## src/rtl/dp_shift_right_iter.sv

```systemverilog
// Multi-cycle LSR/ASR/ROR/RRX shifter-operand unit for ARMv4 data processing.
// Edge cases resolve in one cycle; ordinary shifts iterate STEP bits per cycle.
module dp_shift_right_iter #(
    parameter int STEP = 4
) (
    input  logic        clk,
    input  logic        rst_n,
    input  logic        in_valid,
    output logic        in_ready,
    input  logic [1:0]  shift_type,
    input  logic [7:0]  shift_amt,
    input  logic [31:0] Rm_data,
    input  logic        is_DPIS,
    input  logic        is_DPRS,
    input  logic        C,
    output logic        out_valid,
    input  logic        out_ready,
    output logic [32:0] shift_res
);

    typedef enum logic [1:0] {
        IDLE  = 2'd0,
        SHIFT = 2'd1,
        DONE  = 2'd2
    } state_t;

    localparam logic [5:0] STEP_W = 6'(STEP);

    state_t      state;
    logic [31:0] work;
    logic [5:0]  remaining;
    logic [1:0]  stype;
    logic [32:0] res_q;

    logic [7:0]  n;
    logic        direct;
    logic [32:0] direct_res;
    logic [5:0]  k;
    logic [4:0]  k_idx;
    logic [31:0] shifted;
    logic        step_carry;

    // is_DPRS selects the same behaviour as the default encoding, so only is_DPIS steers the decode.
    logic unused_dprs;
    assign unused_dprs = is_DPRS;

    assign n = is_DPIS ? {3'b000, shift_amt[4:0]} : shift_amt;

    always_comb begin
        direct     = 1'b1;
        direct_res = {C, Rm_data};
        if (shift_type != 2'b00 && !(!is_DPIS && n == 8'd0)) begin
            case (shift_type)
                2'b01: begin
                    if (n == 8'd0 || n == 8'd32)
                        direct_res = {Rm_data[31], 32'h0};
                    else if (n > 8'd32)
                        direct_res = 33'h0;
                    else
                        direct = 1'b0;
                end
                2'b10: begin
                    if (n == 8'd0 || n >= 8'd32)
                        direct_res = {Rm_data[31], {32{Rm_data[31]}}};
                    else
                        direct = 1'b0;
                end
                default: begin
                    // Only the immediate form reaches here with n==0, which is RRX.
                    if (n == 8'd0)
                        direct_res = {Rm_data[0], C, Rm_data[31:1]};
                    else if (n[4:0] == 5'd0)
                        direct_res = {Rm_data[31], Rm_data};
                    else
                        direct = 1'b0;
                end
            endcase
        end
    end

    always_comb begin
        k     = (remaining < STEP_W) ? remaining : STEP_W;
        k_idx = 5'(k - 6'd1);
        case (stype)
            2'b01:   shifted = work >> k;
            2'b10:   shifted = $signed(work) >>> k;
            default: shifted = (work >> k) | (work << (6'd32 - k));
        endcase
        step_carry = work[k_idx];
    end

    // Only the last step's carry-out survives, so it is folded straight into the result.
    always_ff @(posedge clk) begin
        if (!rst_n) begin
            state     <= IDLE;
            work      <= 32'h0;
            remaining <= 6'd0;
            stype     <= 2'b00;
            res_q     <= 33'h0;
        end else begin
            case (state)
                IDLE: begin
                    if (in_valid) begin
                        if (direct) begin
                            res_q <= direct_res;
                            state <= DONE;
                        end else begin
                            work      <= Rm_data;
                            remaining <= {1'b0, n[4:0]};
                            stype     <= shift_type;
                            state     <= SHIFT;
                        end
                    end
                end
                SHIFT: begin
                    work      <= shifted;
                    remaining <= remaining - k;
                    if (remaining == k) begin
                        res_q <= {step_carry, shifted};
                        state <= DONE;
                    end
                end
                DONE: begin
                    if (out_ready)
                        state <= IDLE;
                end
                default: state <= IDLE;
            endcase
        end
    end

    assign in_ready  = (state == IDLE);
    assign out_valid = (state == DONE);
    assign shift_res = res_q;

endmodule

```

## config.mk

```make
export PLATFORM = sky130hd
export DESIGN_NAME = dp_shift_right_iter
export DESIGN_NICKNAME = d
export VERILOG_FILES = /design/src/rtl/dp_shift_right_iter.sv
export SDC_FILE = /design/constraint.sdc
export NUM_CORES = 1
export LEC_CHECK = 0
export CORE_ASPECT_RATIO = 1.5
export CORE_MARGIN = 2
export CORE_UTILIZATION = 44
export DETAILED_ROUTE_END_ITERATION = 12
export MAX_ROUTING_LAYER = met4
export PLACE_DENSITY = 0.7
export REMOVE_ABC_BUFFERS = 1
export SYNTH_ARGS = -nofsm -noshare
export SYNTH_HDL_FRONTEND = slang
export SYNTH_SLANG_ARGS = --single-unit
```

## constraint.sdc

```tcl
create_clock -name clk -period 4.2 [get_ports clk]
set_input_delay 0.84 -clock clk [delete_from_list [all_inputs] [get_ports clk]]
set_output_delay 0.84 -clock clk [all_outputs]
set_load 0.01 [all_outputs]
```

Yosys cells after proc, flatten, opt, wreduce, memory -nomap -nowiden
Index checks and enable logic that the tools add are counted.
W data, S select, Z words.
- register bits: 75
- input bits: 49
- word-level logic and storage cells: 79
- $add $sub $neg: 3
- magnitude comparators: 4
- eq/ne operators: 13
- shift operators: 3
- muxes and demuxes: 34
- bitwise logic cells: 2
- reduce and logical (&&, ||, !) cells: 15
- operators by type and width (kind ; number):
    $mux W33 ; 9
    $pmux W33 S2 ; 2
    $pmux W32 S2 ; 2
    $mux W32 ; 2
    $or A32 B32 Y32 ; 1
    $shl A32 B6 Y32 ; 1
    $shr A32 B6 Y32 ; 1
    $sshr A32 B6 Y32 ; 1
    $mux W6 ; 3
    $pmux W6 S2 ; 1
    $reduce_and A3 Y1 ; 3
    $eq A8 B6 Y1 const B ; 1
    $ge A8 B6 Y1 const B ; 1
    $gt A8 B6 Y1 const B ; 1
    $logic_not A8 Y1 ; 1
    $mux W2 ; 4
    $mux W8 ; 1
    $mux W1 ; 7
    $eq A2 B1 Y1 const B ; 3
    $eq A2 B2 Y1 const B ; 3
    $eq A6 B6 Y1 ; 1
    $lt A5 B6 Y1 const B ; 1
    $lt A6 B3 Y1 const B ; 1
    $ne A2 B2 Y1 const B ; 3
    15 further kinds ; 20

Longest topological paths before layout
Gate-level depths: netlist of run 1.
- depth after elaboration: 9
- mapped depth: 14

Least setup slack after synthesis of run 1
OpenSTA, ideal clock, no wires.
- kind: reg2reg
- from: register remaining[2]
- to: register work[27]
- setup time: 0.128 ns
- arrival time: 3.231 ns
- required time: 4.072 ns
- slack: 0.841 ns
- stages on the path, launching flop included: 14
- path buffers: 4
- period minus slack after synthesis: 3.359 ns
- cell sequence: dfxtp_1 > buf_6 > or4_4 > nor2_8 > buf_12 > clkinv_1 > ha_1 > clkbuf_1 > clkbuf_1 > mux4_2 > nand2_1 > o211ai_1 > a221oi_1 > nor2_1
- cells in the longest elaborated chain, start to end: 7
- RTL lines (what ; RTL line ; RTL):
    from (decl) ; 31 ; logic [5:0] remaining;
    from (signal assigned) ; 109 ; remaining <= {1'b0, n[4:0]};
    from (signal assigned) ; 117 ; remaining <= remaining - k;
    $lt A6 B3 Y1 ; 82 ; k = (remaining < STEP_W) ? remaining : STEP_W;
    $mux W6 * ; 82 ;
    $sub A6 B6 Y6 ; 87 ; default: shifted = (work >> k) | (work << (6'd32 - k));
    $shl A32 B6 Y32 ; 87 ;
    $or A32 B32 Y32 ; 87 ;
    $pmux W32 S2 * ; 84 ; case (stype)
    $pmux W32 S2 * ; 101 ; case (state)
    to (signal assigned) ; 108 ; work <= Rm_data;
    to (signal assigned) ; 116 ; work <= shifted;
    to (decl) ; 30 ; logic [31:0] work;
Mark *: on every way between the ends. The rest lies on a longest branch, timed or not.
A chain may end at the register's enable or synchronous reset.

Final worst setup path of run 1
- from: register remaining[3]
- to: register work[29]
The elaborated chain is that of the path after synthesis.

==> metrics.md, run 1 <==
| Metric | Value |
|---|---|
| Most common cell after layout, fill and taps aside | a21oi_1 |
| Drt total wl | 22300 um |
| Final Total Pwr | 0.00307 W |
| Final worst slack | around 0.7 ns |
| Gr usage total | 0.298 |
| Setup TNS | 0 ns |
| Skew-Pair Late Insertion Delay | 0.34 ns |
| CP startpoint kind | flip-flop |
| Post-cts repair resize count | 0 |
| Area contributors post-synth | dfxtp_1 23%, mux4_2 15%, a21oi_1 7.5% |
| Starting DRT DRC Count | 551 |
| Antenna cells | 0 |
| Pins over their slew limit | 0 |
| Via Count | 6937 |
| H-tree depth | 3 |
| Synthesis Warnings | 0 |
| Met2 WL | 11500 um |
| CP Buf/Inv Count | 2 |
| Final Hold Fails | 0 |
| Netlist cell types | 67 |
| Number of synthesized flops with an enable pin | 0 |
| Leak Pwr | 2.62 nW |
| Pwr/cell area | 399 nW/um2 |
| Die Span X | 103 um |
| Grt total ovfl | 0 |
| Synth Area per Inst | 7.93 um2 |
| Unrepaired setup endpoints after global routing | no |
| Synthesized instance count | 810 |
| Top Layer Used | met4 |
| Metal3 WL | 1560 um |
| Final setup violation count | 0 |
| Critical path type | reg2reg |
| Minimum clock period | 3.52 ns |
| Clock root cell | clkbuf_16 |
| RD Place Congestion | between 1 and 1.5 |
| Tcrit/Tclk final | 0.838 |
| Top cell type by total area after synthesis | dfxtp_1 |
| Clock transition at path regs | 0.06 ns |
| Synth async-reset ratio | 0 |
| Layout area overhead | 19.9% |
| Setup Skew | just over 0.008 ns |
| Outcome | finished, final reports clean |
| Biggest cell delay along the critical path | ~0.63 ns |
| # IOs | 84 |
| Worst-Margin Slew | 1.21 ns |
| CTS max path bufs | 2 |
| CORE AREA | between 10000 and 15000 um2 |
| Largest net degree at the start of global routing | 49 |
| Vias/cell | between 6 and 7 |
| Layout cells sized above 1 | 0.129 |
| CP delay by family, top | simple AND/OR/NAND/NOR gates |
| CTS tree | yes |
| Max_cap viols | 0 |
| Seq cells post-synth | 75 |
| Max Freq | 284 MHz |
| Vias in the first global route | 6584 |
| Residual DRC | 0 |
| Post-CTS Setup Inserts | 0 |
| Post-synthesis sequential area ratio | 0.234 |
| Ys flop type | dfxtp_1 |
| Initial antenna violation count | 0 |
| Critical Path RT | 4.37 ns |
| Most frequent cells in the layout | 96 x a21oi_1, 86 x nor2_1, 85 x o21ai_0, 83 x nand2_1, 82 x clkdlybuf4s50_1 |
| Post-layout net count | ~910 |
| Rows | between 50 and 60 |
| HP Class | reg2reg |
| Post-place setup slack | 0.499 ns |
| Final core occ | 0.535 |
| Critical path, cell by cell | or4_4, nor2_8, clkinv_1, ha_1, buf_4, and3b_1, mux2i_1, nor4_1, a211oi_1, a21oi_1 |
| WP data arrival | 3.69 ns |
| CTS Hold Buffers Added | 0 |
| Hold WS | 0.488 ns |
| Slew headroom | 0.192 |
| Die height | 152 um |
| Clock Sinks | 75 |
| Starting density of the core | 0.446 |
| CP max FO | 13 |
| Hpwl dp | 15400 um |
| Antenna-violating nets left | 0 |
| Slowest CP cell | ha_1 |
| WL per Instance | 21.2 um |
| Wl on met1 | 8470 um |
| Pre-antenna DRT Iters | 5 |
| Die area | 15600 um2 |
| Peak VDD IR | just over 0.2 mV |
| I/O Buffers | 82 |
| Synth Cell Area | 6420 um2 |
| Total CTS buffers | 9 |
| Worst Setup End Kind | flip-flop |
| Wire length of the first global-routing pass | 35600 um |
| Fillers | 1386 |
| Area share of the largest cell type after synthesis | 0.234 |
==> layer usage <==
| layer | vias up | GRT usage |
|---|---|---|
| li1 | 3179 | - |
| met1 | 3369 | 0.360 |
| met2 | 332 | 0.494 |
| met3 | 57 | 0.0386 |
| met4 | 0 | 0.121 |
| met5 | - | - |
==> cells by family after synthesis <==
kind of cell	share of synthesized area
other cells	0.000584
fa+ha+maj	0.0136
flops	0.234
xor+xnor	0.00136
mux	0.194
compound gates	0.307
buf+inv	0.0649
simple gates	0.185
==> worst reg2reg max path, stage by stage (launching register included) <==
cell and delay [ns]:
dfxtp_1 0.40, or4_4 0.60, nor2_8 0.16, clkinv_1 0.22, ha_1 0.63, buf_4 0.27, and3b_1 0.23, mux2i_1 0.23
nor4_1 0.08, a211oi_1 0.39, a21oi_1 0.11
==> report_power, final <==
part	switching, W	internal, W	leakage, nW
Clock	0.000318	0.000453	0.141
Combinational	0.000740	0.000595	1.86
Sequential	0.000144	0.000820	0.617
==> state kept, by name, summed over array words and instances (netlist names) <==
register,count
shift_res,33
stype,2
work,32
remaining,6
state,2
==> cell usage after synthesis, types with 5 or more instances <==
cell type,number
a21oi_1,96
nor2_1,86
o21ai_0,85
nand2_1,83
dfxtp_1,75
clkbuf_1,59
mux4_2,44
a31oi_1,24
nor3_1,21
o211ai_1,18
mux2i_1,16
nand3_1,16
nand2b_1,15
inv_1,13
a221oi_1,12
or3_1,12
a22oi_1,11
a311oi_1,11
ha_1,7
o22ai_1,7
buf_2,6
o221ai_1,6
a211oi_1,5
buf_1,5
nor4_1,5
==> worst paths after layout <==
kind / start / end / slack [ns] / depth (start not counted)
max: remaining[3] / work[29] / 0.68 / 10
min: shift_res[31] / shift_res[31] / 0.49 / 2
max reg2reg: remaining[3] / work[29] / 0.68 / 10
min reg2reg: shift_res[31] / shift_res[31] / 0.49 / 2
==> stage by stage <==
| step | cell area, um2 | instances |
|---|---|---|
| floorplan | 6060 | 734 |
| detailed placement | 7420 | 1040 |
| finish | 7700 | 1055 |
| CTS | 7700 | 1055 |
| global route | 7700 | 1055 |
| global placement | 7420 | 1040 |
==> cell type report <==
| class | instances | area (um2) | share of cell area |
|---|---|---|---|
| clock inverter | 6 | 57.6 | 0.00747 |
| clock buffer | 9 | 225 | 0.0292 |
| timing repair buffer | 110 | 1060 | 0.137 |
| multi-input combinational | 645 | 4560 | 0.593 |
| inverter | 14 | 52.6 | 0.00682 |
| sequential | 75 | 1500 | 0.195 |
| tap | 196 | 245 | 0.0318 |
(Power assumes the default switching activity.)
==> inputs of run 2 (changes only) <==
==> constraint.sdc (replaced) <==
create_clock -name clk -period 3.4 [get_ports clk]
set_input_delay 0.68 -clock clk [delete_from_list [all_inputs] [get_ports clk]]
set_output_delay 0.68 -clock clk [all_outputs]
set_load 0.01 [all_outputs]
==> run 2 against run 1 <==
Effect of this change:
- setup slack worse by 0.31 ns
- clock-buffer cell count up 1
- sequential power increased by 22%
- worst hold slack worse by 0.0069 ns
- die area did not move
- critical path type is now in2reg
- highest routed layer unchanged
==> metrics.md, run 2 (same netlist as run 1, synthesis figures left out) <==
| Metric | Value |
|---|---|
| Minimum clock period | 3.03 ns |
| Antenna-violating nets left | 0 (unchanged) |
| Most frequent cells in the layout | 96 x a21oi_1, 86 x nor2_1, 85 x o21ai_0, 83 x nand2_1, 82 x clkdlybuf4s50_1 |
| Critical path type | in2reg |
| Final core occ | 0.549 (+0.0135) |
| Max Freq | ~330 MHz |
| Drt total wl | 22100 um (-0.90%) |
| Max_cap viols | 0 (unchanged) |
| Most common cell after layout, fill and taps aside | a21oi_1 |
| Starting DRT DRC Count | 615 (+12%) |
| Clock root cell | clkbuf_16 |
| Fillers | 1372 (-1.0%) |
| Unrepaired setup endpoints after global routing | no |
| Post-CTS Setup Inserts | 0 (unchanged) |
| Final worst slack | 0.368 ns (-0.312 ns) |
| Vias in the first global route | 6533 (-0.77%) |
| Gr usage total | 0.298 (+0.000326) |
| I/O Buffers | 82 (unchanged) |
| Rows | 54 (unchanged) |
| CP max FO | 6 (-7) |
| WP data arrival | 3.24 ns (-0.45 ns) |
| Worst-Margin Slew | 0.633 ns (-0.578 ns) |
| Starting density of the core | 0.446 (unchanged) |
| WL per Instance | 20.7 um (-2.2%) |
| Layout area overhead | 22.9% |
| Final setup violation count | 0 (unchanged) |
| Vias/cell | 6.48 (-1.4%) |
| Worst Setup End Kind | flip-flop |
| Post-cts repair resize count | 0 (unchanged) |
| Final Instance Area | 7900 um2 (+2.5%) |
| H-tree depth | 3 (unchanged) |
| Total CTS buffers | 9 (unchanged) |
| Pre-antenna DRT Iters | 5 (unchanged) |
| Post-place instance area | 7590 um2 (+2.3%) |
| Outcome | finished, final reports clean |
| CORE AREA | 14400 um2 (unchanged) |
| # IOs | 84 (unchanged) |
| Max reg flops | 33 (unchanged) |
| CTS Hold Buffers Added | 0 (unchanged) |
| Leak Pwr | 2.71 nW (+3.6%) |
| Post-place setup slack | -0.00296 ns (-0.502 ns) |
| Fin cells | 1069 (+1.3%) |
| CP startpoint kind | primary input |
| Critical Path RT | 3.61 ns (-0.76 ns) |
| Initial antenna violation count | 0 (unchanged) |
| Via Count | 6929 (-0.12%) |
| Largest net degree at the start of global routing | 54 (+10%) |
| Pwr/cell area | 490 nW/um2 (+23%) |
| Residual DRC | 0 (unchanged) |
| HP Class | reg2reg |
| CTS tree | yes |
| Slew headroom | 0.577 (+0.386) |
| Clock transition at path regs | 0.06 ns (about the same) |
| Wire length of the first global-routing pass | 35800 um (+0.72%) |
| Die area | 15600 um2 (unchanged) |
| Grt total ovfl | 0 (unchanged) |
| Setup Skew | 0.0128 ns (+0.00462 ns) |
| CTS max path bufs | 2 (unchanged) |
| Antenna cells | 0 (unchanged) |
| Skew-Pair Late Insertion Delay | 0.35 ns (about the same) |
| Hpwl dp | 15600 um (+1.7%) |
| Final Hold Fails | 0 (unchanged) |
| Tcrit/Tclk final | 0.892 |
| Clock Sinks | 75 (unchanged) |
| Die Span X | 103 um (unchanged) |
| RD Place Congestion | 0.963 (-4.9%) |
| Peak VDD IR | 0.239 mV (+15%) |
| Layout cells sized above 1 | 0.143 (+0.0140) |
| Post-layout net count | 924 (+1.4%) |
| Setup TNS | 0 ns (unchanged) |
| Pins over their slew limit | 0 (unchanged) |
| Cells after DPL | 1053 (+1.3%) |
| Die height | 152 um (unchanged) |
run 2: cell types whose count changed in the layout (fill, tap and decap cells not counted), sizes merged:
cell and delta:
buf +13, clkbuf +1
run 2: path summary, 6_finish.rpt:
path | from | to | slack (ns) | cells after the start
worst max-delay path | shift_type[0] | remaining[4] | 0.37 | 11
worst min register to register | shift_res[31] | shift_res[31] | 0.48 | 2
worst min-delay path | shift_res[31] | shift_res[31] | 0.48 | 2
worst max register to register | remaining[4] | shift_res[29] | 0.39 | 9
run 2: critical path, cell delays in order:
cell and delay, ns:
clkdlybuf4s50_1 0.51, inv_1 0.07, ha_1 0.22, nor2_1 0.17, or3_1 0.14, a21oi_1 0.09
buf_4 0.17, nor4b_1 0.46, o21ba_2 0.27, a21oi_1 0.07, a2111oi_0 0.38
run 2: metrics by stage:
| step | hold WS [ns] | total power (W) |
|---|---|---|
| 2_1_floorplan | 0.455 | 0.00218 |
| 3_3_place_gp | 0.471 | 0.00286 |
| 3_5_place_dp | 0.469 | 0.00287 |
| 4_1_cts | 0.478 | 0.00387 |
| 5_1_grt | 0.512 | 0.00408 |
| 6_report | 0.481 | 0.00387 |
run 2: final cells by class:
type / instances / area [um2] / share of cell area
well taps: 196 / 245 / 0.0311
flip-flops and latches: 75 / 1500 / 0.190
clock inverters: 6 / 65.1 / 0.00824
inverters: 14 / 52.6 / 0.00666
repair buffers: 123 / 1230 / 0.156
multi-input cells: 645 / 4560 / 0.578
clock buffers: 10 / 239 / 0.0303
run 2: layer usage:
layer	track usage	wire, um	up-vias
met3	0.0419	1340	65
met1	0.362	8580	3311
met4	0.148	1010	0
li1	-	-	3208
met5	-	0	-
met2	0.478	11200	345
run 2: power breakdown:
| part | total, W | switching, W | internal (W) |
|---|---|---|---|
| clock | 0.000995 | 0.000406 | 0.000589 |
| sequential | 0.00118 | 0.000171 | 0.00101 |
| combinational | 0.00169 | 0.000918 | 0.000775 |
==> inputs of run 3 (changes only) <==
--- a/config.mk
+++ b/config.mk
@@ -5,7 +5,6 @@
 export SDC_FILE = /design/constraint.sdc
 export NUM_CORES = 1
 export LEC_CHECK = 0
-export CORE_ASPECT_RATIO = 1.5
 export CORE_MARGIN = 2
 export CORE_UTILIZATION = 44
 export DETAILED_ROUTE_END_ITERATION = 12
==> run 3 against run 2 <==
Effect of this change:
- wire length fell by 5.5%
- critical path type is now reg2reg
- global-route usage fell by 2.5 points
- design area rose by 0.33%
- sequential power barely moved
- highest routed layer unchanged
- largest power group unchanged
- largest cell class unchanged
- clock power fell by 4.3%
==> metrics.md, run 3 (same netlist as run 1, synthesis figures left out) <==
| Metric | Value |
|---|---|
| Outcome | finished, final reports clean |
| Clock root cell | clkbuf_16 |
| Total CTS buffers | 9 (unchanged) |
| Met2 Usage GRT | 0.403 (-0.0747) |
| Die area | 15600 um2 (-0.13%) |
| Slew headroom | 0.299 (-0.278) |
| Hold path depth | 2 (unchanged) |
| Max reg flops | 33 (unchanged) |
| Gr usage total | 0.273 (-0.0249) |
| Tcrit/Tclk final | 0.912 (+0.0205) |
| I/O Buffers | 82 (unchanged) |
| Setup Skew | 0.00409 ns (-0.00873 ns) |
| End of the worst hold path | shift_res[31] |
| Most used cell, CP | buf_4 |
| H-tree depth | 3 (unchanged) |
| Starting DRT DRC Count | 888 (+44%) |
| Cells after DPL | 1053 (unchanged) |
| Peak VDD IR | 0.276 mV (+15%) |
| Critical Path RT | 3.63 ns (+0.02 ns) |
| Rows | 44 (-19%) |
| Hold WS | 0.484 ns (+0.00303 ns) |
| Switching Fraction | 0.381 (-0.00561) |
| Worst-Margin Slew | 1.05 ns (+0.414 ns) |
| Setup TNS | 0 ns (unchanged) |
| Post-cts repair resize count | 0 (unchanged) |
| R2R Setup Slk | 0.30 ns (-0.09 ns) |
| Post-layout net count | 936 (+1.3%) |
| Most frequent cells in the layout | 96 x a21oi_1, 86 x nor2_1, 85 x o21ai_0, 83 x nand2_1, 82 x clkdlybuf4s50_1 |
| Vias/cell | 6.51 (+0.39%) |
| Via Count | 6943 (+0.20%) |
| Routing usage on met1 | 0.369 (+0.00761) |
| Fraction of power consumed by sequential logic | 0.306 (about the same) |
| # IOs | 84 (unchanged) |
| Final Hold Fails | 0 (unchanged) |
| Vias in the first global route | 6301 (-3.6%) |
| Clock Sinks | 75 (unchanged) |
| Top Usage Layer GRT | met2 |
| Reg2reg start | remaining[4] |
| CTS max path bufs | 2 (unchanged) |
| Clock transition at path regs | 0.06 ns (about the same) |
| Unrepaired setup endpoints after global routing | no |
| Antenna-violating nets left | 0 (unchanged) |
| Slowest CP cell | or4_4 |
| Layout area overhead | 23.3% |
| Worst r2r path cells | 10 (+1) |
| Skew-Pair Late Insertion Delay | 0.35 ns (about the same) |
| Die Span X | 125 um (+22%) |
| Largest net degree at the start of global routing | 49 (-9.3%) |
| GR Util met3 | 0.0567 (+0.0148) |
| Post-CTS Setup Inserts | 0 (unchanged) |
| Max Freq | 322 MHz (-2.2%) |
| Max_cap viols | 0 (unchanged) |
| Die height | 125 um (-18%) |
| Biggest cell delay along the critical path | 0.56 ns (+0.05 ns) |
| Wire length of the first global-routing pass | 33600 um (-6.1%) |
| Hpwl dp | 14400 um (-7.6%) |
| Hold_sp | shift_res[31] |
| Fin cells | 1067 (-0.19%) |
| Most common cell after layout, fill and taps aside | a21oi_1 |
| Pwr/cell area | 484 nW/um2 (-1.2%) |
| Final setup violation count | 0 (unchanged) |
| Residual DRC | 0 (unchanged) |
| Layout cells sized above 1 | 0.152 (+0.00857) |
| Pre-antenna DRT Iters | 5 (unchanged) |
| Psw | 0.00146 W (-2.4%) |
| CTS tree | yes |
| Worst Setup End Kind | flip-flop |
| HP Class | reg2reg |
| Initial antenna violation count | 0 (unchanged) |
| Pins over their slew limit | 0 (unchanged) |
| Critical path type | reg2reg |
| Grt total ovfl | 0 (unchanged) |
| RD Place Congestion | 1.02 (+5.7%) |
| Antenna cells | 0 (unchanged) |
| Critical path, cell by cell | or4_4, nor2_8, clkinv_1, ha_1, buf_4, buf_4, mux4_2, a22o_1, a21oi_1, a31oi_1 |
| Pint | 0.00238 W (about the same) |
| CTS Hold Buffers Added | 0 (unchanged) |
| Starting density of the core | 0.445 (-0.00101) |
| Leak Pwr | 2.76 nW (+1.6%) |
| Combinational power share | 0.446 (+0.009) |
| CORE AREA | 14400 um2 (+0.23%) |
| WL per Instance | 19.6 um (-5.4%) |
| CP startpoint kind | flip-flop |
| WP data arrival | 3.33 ns (+0.09 ns) |
| FF-to-FF End | shift_res[24] |
| CP max FO | 12 (+6) |
| Clock Power Share | 0.248 (-0.009) |
| Drt total wl | 20900 um (-5.5%) |
| Minimum clock period | 3.10 ns (+0.0698 ns) |
## run 3: cell count changes in the layout (fill, tap and decap cells not counted), sizes merged
cell / previous run / this run
buf: 41 / 53
clkinv: 5 / 1
clkbuf: 10 / 13
bufinv: 1 / 0
## run 3: cell type report
type / instances / area [um2]
fillers: 1346 / 6500
multi-input cells: 645 / 4560
flip-flops and latches: 75 / 1500
repair buffers: 135 / 1290
clock buffers: 13 / 280
well taps: 184 / 230
inverters: 14 / 52.6
clock inverters: 1 / 7.51
## run 3: how the worst max path moves through the flow
stage                       start             to  slack (ns)  cells past startpoint
detailed placement  shift_type[1]   shift_res[0]         0.1                     11
CTS                  remaining[4]  shift_res[24]        0.36                     10
finish               remaining[4]  shift_res[24]        0.30                     10
global route         remaining[4]  shift_res[31]        0.14                     10
floorplan            remaining[2]  shift_res[15]       -1.46                      8
global placement    shift_type[0]       work[24]        0.16                     13
## run 3: stage by stage
| stage | setup WS (ns) | area (um2) | power [W] | util |
|---|---|---|---|---|
| final | 0.299 | 7920 | 0.00384 | 0.549 |
| after global routing | 0.144 | 7920 | 0.00405 | 0.549 |
| after CTS | 0.361 | 7920 | 0.00382 | 0.549 |
| after detailed placement | 0.0987 | 7630 | 0.00287 | 0.529 |
| after global placement | 0.157 | 7630 | 0.00285 | 0.529 |
| after floorplan | -1.46 | 6060 | 0.00218 | - |
## run 3: power by group through the flow
stage	clock, W	sequential (W)	combinational [W]
floorplan	0	0.00119	0.000991
global placement	0	0.00118	0.00167
detailed placement	0	0.00119	0.00168
CTS	0.000959	0.00117	0.00169
global route	0.00100	0.00120	0.00185
finish	0.000952	0.00117	0.00171
## run 3: per-layer routing
metal	share of wire	wire length [um]	vias up
met5	0	0	-
met1	0.45	9300	3340
met2	0.45	9350	324
li1	-	-	3235
met3	0.081	1690	44
met4	0.026	546	0
## run 3: worst max-delay path: cells and delay by family (launching register included)
kind                       cells  cell delay (ns)
and+or+nand+nor                2             0.68
AOI/OAI and AO/OA              3             0.67
buffers and inverters          3             0.50
adders and majority gates      1             0.44
DFF                            1             0.38
muxes                          1             0.30
